==> src/rtl/pet_pkg.sv <==
// pet_pkg: shared mode/hold encodings, default tick constants and counter sizing
package pet_pkg;
  typedef enum logic [1:0] {HEALTHY = 2'd0, SICK = 2'd1, DEAD = 2'd2} mode_t;
  typedef enum logic [1:0] {IDLE = 2'd0, HOLD = 2'd1, FIRED = 2'd2} hold_t;
  localparam int unsigned DEF_HOLD_TICKS  = 125_000_000;
  localparam int unsigned DEF_DECAY_TICKS = 750_000_000;
  localparam int unsigned DEF_SICK_TICKS  = 1_500_000_000;
  function automatic int cnt_w(input int unsigned ticks);
    return ticks > 1 ? $clog2(ticks) : 1;
  endfunction
endpackage

==> src/rtl/pet_hold_detect.sv <==
// pet_hold_detect: one channel's button synchronizer and press-and-hold detector
module pet_hold_detect
  import pet_pkg::*;
#(
  parameter int unsigned HOLD_TICKS = DEF_HOLD_TICKS
) (
  input  logic clk,
  input  logic reset,
  input  logic btn,
  input  logic kill,
  output logic fire
);
  localparam int CW = cnt_w(HOLD_TICKS);
  localparam logic [CW-1:0] LAST = CW'(HOLD_TICKS - 1);
  logic [1:0] sync;
  hold_t state, state_nx;
  logic [CW-1:0] cnt, cnt_nx;
  always_ff @(posedge clk or negedge reset)
    if (!reset) begin
      sync  <= '0;
      state <= IDLE;
      cnt   <= '0;
    end else begin
      sync  <= {sync[0], btn};
      state <= state_nx;
      cnt   <= cnt_nx;
    end
  always_comb begin
    state_nx = state;
    cnt_nx   = cnt;
    fire     = 1'b0;
    if (kill) begin
      state_nx = IDLE;
      cnt_nx   = '0;
    end else
      case (state)
        IDLE: if (sync[1]) begin
          state_nx = HOLD;
          cnt_nx   = '0;
        end
        HOLD: if (!sync[1]) state_nx = IDLE;
        else if (cnt == LAST) begin
          state_nx = FIRED;
          fire     = 1'b1;
        end else cnt_nx = cnt + CW'(1);
        FIRED: if (!sync[1]) state_nx = IDLE;
        default: state_nx = IDLE;
      endcase
  end
endmodule

==> src/rtl/pet_needs_ctrl.sv <==
// pet_needs_ctrl: press-and-hold need channels with decaying levels and pet health mode
module pet_needs_ctrl
  import pet_pkg::*;
#(
  parameter int N_CH = 2,
  parameter int LVL_W = 2,
  parameter int unsigned HOLD_TICKS  = DEF_HOLD_TICKS,
  parameter int unsigned DECAY_TICKS = DEF_DECAY_TICKS,
  parameter int unsigned SICK_TICKS  = DEF_SICK_TICKS
) (
  input  logic                    clk,
  input  logic                    reset,
  input  logic [N_CH-1:0]         btn,
  output logic [N_CH*LVL_W-1:0]   level,
  output logic [N_CH-1:0]         active,
  output logic [1:0]              mode
);
  localparam int DW = cnt_w(DECAY_TICKS);
  localparam int SW = cnt_w(SICK_TICKS);
  localparam logic [LVL_W-1:0] LVL_MAX = '1;
  localparam logic [DW-1:0] D_LAST = DW'(DECAY_TICKS - 1);
  localparam logic [SW-1:0] S_LAST = SW'(SICK_TICKS - 1);
  mode_t mode_q, mode_nx;
  logic [SW-1:0] sick_cnt, sick_nx;
  logic [N_CH-1:0] zero;
  logic dead;
  assign dead = mode_q == DEAD;
  assign mode = mode_q;
  for (genvar i = 0; i < N_CH; i++) begin : g_ch
    logic [LVL_W-1:0] lvl;
    logic [DW-1:0] dcnt;
    logic wrap;
    pet_hold_detect #(.HOLD_TICKS(HOLD_TICKS)) u_hold (
      .clk  (clk),
      .reset(reset),
      .btn  (btn[i]),
      .kill (dead),
      .fire (active[i])
    );
    assign wrap = dcnt == D_LAST;
    assign zero[i] = lvl == '0;
    assign level[i*LVL_W +: LVL_W] = lvl;
    // a press and a decay in the same cycle cancel; a press always restarts decay
    always_ff @(posedge clk or negedge reset)
      if (!reset) begin
        lvl  <= LVL_MAX;
        dcnt <= '0;
      end else if (!dead) begin
        dcnt <= (active[i] || wrap) ? '0 : dcnt + DW'(1);
        lvl  <= (active[i] && !wrap && lvl != LVL_MAX) ? lvl + LVL_W'(1) :
                (wrap && !active[i] && lvl != '0) ? lvl - LVL_W'(1) : lvl;
      end
  end
  always_ff @(posedge clk or negedge reset)
    if (!reset) begin
      mode_q   <= HEALTHY;
      sick_cnt <= '0;
    end else begin
      mode_q   <= mode_nx;
      sick_cnt <= sick_nx;
    end
  always_comb begin
    mode_nx = mode_q;
    sick_nx = sick_cnt;
    case (mode_q)
      HEALTHY: if (|zero) begin
        mode_nx = SICK;
        sick_nx = '0;
      end
      SICK: if (!(|zero)) mode_nx = HEALTHY;
      else if (sick_cnt == S_LAST) mode_nx = DEAD;
      else sick_nx = sick_cnt + SW'(1);
      default: mode_nx = DEAD;
    endcase
  end
endmodule

==> config.mk <==
export PLATFORM = sky130hd
export DESIGN_NAME = pet_needs_ctrl
export DESIGN_NICKNAME = d
export VERILOG_FILES = /design/src/rtl/pet_pkg.sv /design/src/rtl/pet_hold_detect.sv /design/src/rtl/pet_needs_ctrl.sv
export SDC_FILE = /design/constraint.sdc
export NUM_CORES = 1
export LEC_CHECK = 0
export ABC_CLOCK_PERIOD_IN_PS = 2700
export BUFFER_PORTS_ARGS = -buffer_cell sky130_fd_sc_hd__buf_2
export CAP_MARGIN = 30
export CORE_MARGIN = 1.5
export CORE_UTILIZATION = 40
export CTS_BUF_LIST = sky130_fd_sc_hd__clkbuf_4 sky130_fd_sc_hd__clkbuf_8 sky130_fd_sc_hd__clkbuf_16
export DETAILED_ROUTE_END_ITERATION = 12
export PLACE_DENSITY = 0.55
export SLEW_MARGIN = 20
export SYNTH_ARGS = -nofsm -noshare
export SYNTH_HDL_FRONTEND = slang
export SYNTH_SLANG_ARGS = --single-unit
export TNS_END_PERCENT = 1
==> constraint.sdc <==
create_clock -name clk -period 2.7 [get_ports clk]
set_input_delay 0.54 -clock clk [delete_from_list [all_inputs] [get_ports clk]]
set_output_delay 0.54 -clock clk [all_outputs]
set_load 0.05 [all_outputs]
==> impl_metrics.ini, run 1 <==
[clocking]
cts_sinks = 159
root_buffer = clkbuf_16
clk_pin_slew_ns = 0.07
clk_path_buf_depth = 2
clkLatencyLatePin_ns = 0.43
cts_made_buffers = 17
h-tree-depth = 4
tritoncts = done

[timing]
tightestPinTransition_ns = 0.726
period_needed_ns = 2.60
setup_viol = 0
finClkSkew_ns = 0.0114
drv_slew = 0
hold-worst-slack_ns = 0.0430
hold_viol = 0
setup_tns_ns = 0
fin_crit_sh_pct = 96.1
fin_ws_ns = 0.105
rsz0062_at_grt = true
fmax_mhz = 385
slew_headroom_pct = 50.4

[synthesis]
synth_edf_count = 0
ys_warn_count = 0
netlist_area_sq_um = 8320
syn_inst = 894
ys_seq_area_share_pct = 47.9
synthFlopType = dfrtp_1
synth-seq-cells = 159
syn_nets = 903
synth_cell_types = 61
async_reset_ff_share_pct = 100
yosys.area.top_type = dfrtp_1
synth_top_area_share_pct = 46.6
synth_area_leaders = dfrtp_1, xor2_1, nor2_1
avgSynthCellArea_sq_um = 9.31

[final_layout]
fin_nets = 938
final_common_cell = dfrtp_1
multiInputGateArea_sq_um = 4170
seq_area_sq_um = 3980
layout-drive-gt1-share_pct = 11.1
syn2layout_area_growth_pct = 14.1
antenna_cells = 0
num-fill-cells = 1966
layout_common_cells = dfrtp_1, nor2_1, nand2_1

[die]
die_y_um = 147
die_area_sq_um = 21700
pin_count = 12
fp.dieW_um = 147
core_area_sq_um = 20300
start_util_pct = 41.0
rows = 52

[global_route]
grt_pass1_vias = 6319
track_usage_pct = 17.5
gr-total-overflow = 0
grt_pass1_wl_mm = 31.0
grt_max_degree = 49
antenna_found_initial = 0

[placement]
hpwl_mm = 12.0
port_buffers = 11
dp_worst_setup_slack_ns = 0.283
gp_congestion = 0.783

[worst_setup_path]
crit_chain = nand4_1 > or4_4 > nor4_4 > buf_6
cp.required_ns = 2.16
cp-start-kind = flop
cp.arrival_ns = 2.06
path_class = flop to output pin
slowest_delay_ns = 0.54
cp_max_fo = 4
reg2reg_slack_ns = 0.29
cp_slowest_cell = or4_4
cp-end-kind = output pin

[detailed_routing]
vias = 6333
drt_iter0_drc = 363
routed_wl_mm = 17.5
drc_errors = 0
wl_per_cell_um = 14.4
firstDrtPassIters = 4
avgViaCountPerCell = 5.23
ant_nets = 0

[pwr]
peakVddDrop_mv = 0.344
p_leak_uw = 0.00409
power_density_nw_per_um2 = 526
p_total_uw = 4990

[outcome]
outcome = finished, final reports clean

[min_path]
worst_hold_path_type = input pin to asynchronous set/reset pin

[job]
drv_cap = 0
-- report_power, final --
group	switching (uW)	total, uW	internal (uW)	leakage (uW)
registers	21.0	2420	2400	0.00214
logic	90.3	128	37.7	0.00166
clock network	1040	2440	1400	0.000284
total	1150	4990	3840	0.00409
-- synth_stat cells, types with 5 or more instances --
master,count
dfrtp_1,155
nor2_1,149
nand2_1,71
xor2_1,69
nand3_1,62
nand4_1,51
xnor2_1,38
o21ai_0,32
a21oi_1,25
nor3_1,23
and3_1,22
clkbuf_1,18
and4_1,15
inv_1,15
nor4_1,13
or3_1,13
nand2b_1,10
a22o_1,7
and2_1,7
buf_4,7
nor2b_1,6
a31oi_1,5
ha_1,5
mux2_2,5
nor4bb_1,5
-- metrics by stage --
step / utilization, % / cell area, sq um / cells
after floorplan: - / 8320 / 894
after global placement: 43.6 / 8850 / 1179
after detailed placement: 43.6 / 8850 / 1179
after CTS: 46.7 / 9480 / 1212
after global routing: 46.8 / 9490 / 1212
final: 46.8 / 9490 / 1212
-- worst paths after layout --
check                                                   startpoint                                 to  depth (start not counted)
worst max-delay path            g_ch[1].u_hold.cnt[12]$_DFFE_PN0P_                          active[1]                          4
worst min-delay path                                         reset       g_ch[0].dcnt[26]$_DFFE_PN0N_                          1
worst max register to register            sick_cnt[26]$_DFFE_PN0P_            sick_cnt[0]$_DFFE_PN0P_                          6
worst min register to register    g_ch[0].u_hold.sync[0]$_DFF_PN0_   g_ch[0].u_hold.sync[1]$_DFF_PN0_                          0
max in group asynchronous                                    reset  g_ch[0].u_hold.cnt[7]$_DFFE_PN0P_                          2
min in group clk                                            btn[1]   g_ch[1].u_hold.sync[0]$_DFF_PN0_                          1
-- worst max-delay path, delay by kind of cell (launching register included) --
family        cells  cell delay, ns
buf+inv           1            0.21
flops             1            0.44
simple gates      3            0.98
-- registers in the layout (all words and copies together) (netlist names) --
name / flops
g_ch.dcnt: 60
g_ch.lvl: 4
g_ch.u_hold.cnt: 54
g_ch.u_hold.state: 4
g_ch.u_hold.sync: 4
mode: 2
sick_cnt: 31
-- area by class of cell --
class	count	share of cell area (%)
Multi-Input combinational cell	692	44.0
Clock inverter	14	1.66
Inverter	15	0.593
Sequential cell	159	42.0
Clock buffer	18	4.63
Timing Repair Buffer	44	3.61
Tap cell	270	3.56
-- metal layers --
layer | global-route usage [%] | vias up | part of all wire (%) | wire [um]
met2 | 27.7 | 58 | 46 | 7980
met3 | 3.35 | 9 | 2.4 | 415
met4 | 4.80 | 0 | 0.92 | 160
li1 | - | 3233 | - | -
met1 | 24.5 | 3033 | 51 | 8900
met5 | 0 | - | 0 | 0
-- repair_timing --
item / 4_1_cts / 5_1_grt
pin swaps: 1 / 0
setup endpoints to repair: 2 / 2
hold buffers: 0 / 0
cloned: 0 / 0
resized for setup: 4 / 3
setup buffers: 1 / 0
-- logic make-up (layout without fill, tap and decap cells) --
family,Yosys count,count (layout),share of synthesized area [%]
buffers and inverters,43,91,2.27
AO/OA/AOI/OAI,93,93,6.74
XOR/XNOR,107,107,11.3
adder cells (fa/ha/maj),5,5,0.752
flip-flops,159,159,47.9
AND/OR/NAND/NOR,480,480,30.2
multiplexers,7,7,0.917
(Power assumes the default switching activity.)
==> run 2: changes to the inputs <==
CELL_PAD_IN_SITES_DETAIL_PLACEMENT = 1   (was unset)
CELL_PAD_IN_SITES_GLOBAL_PLACEMENT = 2   (was unset)
PLACE_DENSITY = 0.78   (was 0.55)
==> impl_metrics.ini, run 2 (synthesis results as in run 1) <==
[global_route]
grt_pass1_vias = 7420
track_usage_pct = 20.5
gr-total-overflow = 0
antenna_found_initial = 0
grt_pass1_wl_mm = 36.1
grt_max_degree = 66

[worst_setup_path]
path_class = flop to output pin
crit_chain = nand4_1 > or4_4 > nor4_4 > buf_6
cp-start-kind = flop
slowest_delay_ns = 0.54
cp.required_ns = 2.16
cp-end-kind = output pin
reg2regPathDepth = 6
cp_max_fo = 4
cp_slowest_cell = or4_4
cp.arrival_ns = 2.08

[pwr]
pwr-share-seq_pct = 49.4
peakVddDrop_mv = 0.330
pwr-share-comb_pct = 2.7
p_switching_uw = 1170
power_density_nw_per_um2 = 516
p_total_uw = 4900
clock_power_share_pct = 47.9
internal_power_uw = 3720
p_leak_uw = 0.00407
swShare_pct = 24.0

[clocking]
clk_path_buf_depth = 2
root_buffer = clkbuf_16
h-tree-depth = 4
clk_pin_slew_ns = 0.07
tritoncts = done
cts_made_buffers = 17
cts_sinks = 159
cts_hold_buf = 0
clkLatencyLatePin_ns = 0.44

[final_layout]
largestRegisters = g_ch.dcnt: 60 flops, g_ch.u_hold.cnt: 54 flops, sick_cnt: 31 flops
layout_common_cells = dfrtp_1, nor2_1, nand2_1
largest_reg_flops = 60
multiInputGateArea_sq_um = 4190
fin_nets = 939
fin_cells = 1213
final_common_cell = dfrtp_1
num-fill-cells = 2326
syn2layout_area_growth_pct = 14.1
seq_area_sq_um = 3990
layout-drive-gt1-share_pct = 11.5
regMostFlops = g_ch.dcnt
antenna_cells = 0

[timing]
hold_viol = 0
slew_headroom_pct = 49.8
period_needed_ns = 2.62
fin_crit_sh_pct = 96.9
tightestPinTransition_ns = 0.735
setup_viol = 0
rsz0062_at_grt = false
setup_tns_ns = 0
fmax_mhz = 382
drv_slew = 0
finClkSkew_ns = 0.0136
fin_ws_ns = 0.0842

[min_path]
worst_hold_path_type = input pin to asynchronous set/reset pin

[detailed_routing]
drc_errors = 0
drt_iter0_drc = 318
firstDrtPassIters = 4
ant_nets = 0
avgViaCountPerCell = 5.55
wl_per_cell_um = 17.2
routed_wl_mm = 20.9
vias = 6734

[die]
die_y_um = 147
fp.dieW_um = 147
pin_count = 12
start_util_pct = 41.0
core_area_sq_um = 20300
rows = 52
die_area_sq_um = 21700

[outcome]
outcome = finished, final reports clean

[placement]
hpwl_mm = 14.8
dp_cells = 1179
gp_congestion = 0.796
port_buffers = 11
dp_worst_setup_slack_ns = 0.212

[job]
drv_cap = 0
==> run 2: metal layers <==
metal | vias up | track usage, % | share of wire (%)
met5 | - | 0 | 0
met1 | 3462 | 25.7 | 46
met4 | 0 | 6.35 | 1.1
met2 | 40 | 36.1 | 51
li1 | 3216 | - | -
met3 | 16 | 3.26 | 1.6
==> run 2: worst max-delay path: cells and delay by family (launching register included) <==
kind	cells	cell delay [ns]
and+or+nand+nor	3	1.01
DFF	1	0.41
buffers and inverters	1	0.22
==> run 2: path summary, 6_finish.rpt <==
path | startpoint | end | slack, ns
setup / recovery | g_ch[1].u_hold.cnt[12]$_DFFE_PN0P_ | active[1] | 0.08
hold / removal | reset | g_ch[0].dcnt[14]$_DFFE_PN0N_ | 0.08
setup reg to reg | sick_cnt[26]$_DFFE_PN0P_ | sick_cnt[15]$_DFFE_PN0P_ | 0.20
hold reg to reg | g_ch[0].u_hold.sync[0]$_DFF_PN0_ | g_ch[0].u_hold.sync[1]$_DFF_PN0_ | 0.35
max in group asynchronous | reset | g_ch[0].lvl[0]$_DFFE_PN1P_ | 1.85
min in group clk | btn[0] | g_ch[0].u_hold.sync[0]$_DFF_PN0_ | 0.21
==> run 2: layout make-up <==
| class | count | share of cell area, % |
|---|---|---|
| multi-input cells | 692 | 44.1 |
| inverters | 15 | 0.593 |
| well taps | 270 | 3.56 |
| clock inverters | 14 | 1.40 |
| repair buffers | 45 | 3.82 |
| clock buffers | 18 | 4.56 |
| flip-flops and latches | 159 | 42.0 |
==> run 2: power by group through the flow <==
stage | Combinational [uW] | Sequential, uW | Clock, uW
finish | 132 | 2420 | 2350
global route | 151 | 2420 | 2510
global placement | 130 | 2460 | 0
CTS | 138 | 2420 | 2400
detailed placement | 136 | 2460 | 0
floorplan | 49.5 | 2460 | 0
==> run 2: metrics by stage <==
step	instance area [sq um]	hold WS (ns)	util, %
2_1_floorplan	8320	0.244	-
3_3_place_gp	8870	0.333	43.7
6_report	9500	0.0842	46.8
4_1_cts	9460	0.113	46.6
5_1_grt	9500	0.128	46.8
3_5_place_dp	8870	0.339	43.7
==> run 2: what timing repair did <==
action,CTS,global route
gates resized for setup,5,5
endpoints found under the setup margin,2,2
buffers inserted,1,1
endpoints found under the hold margin,0,0
pin swaps,1,2
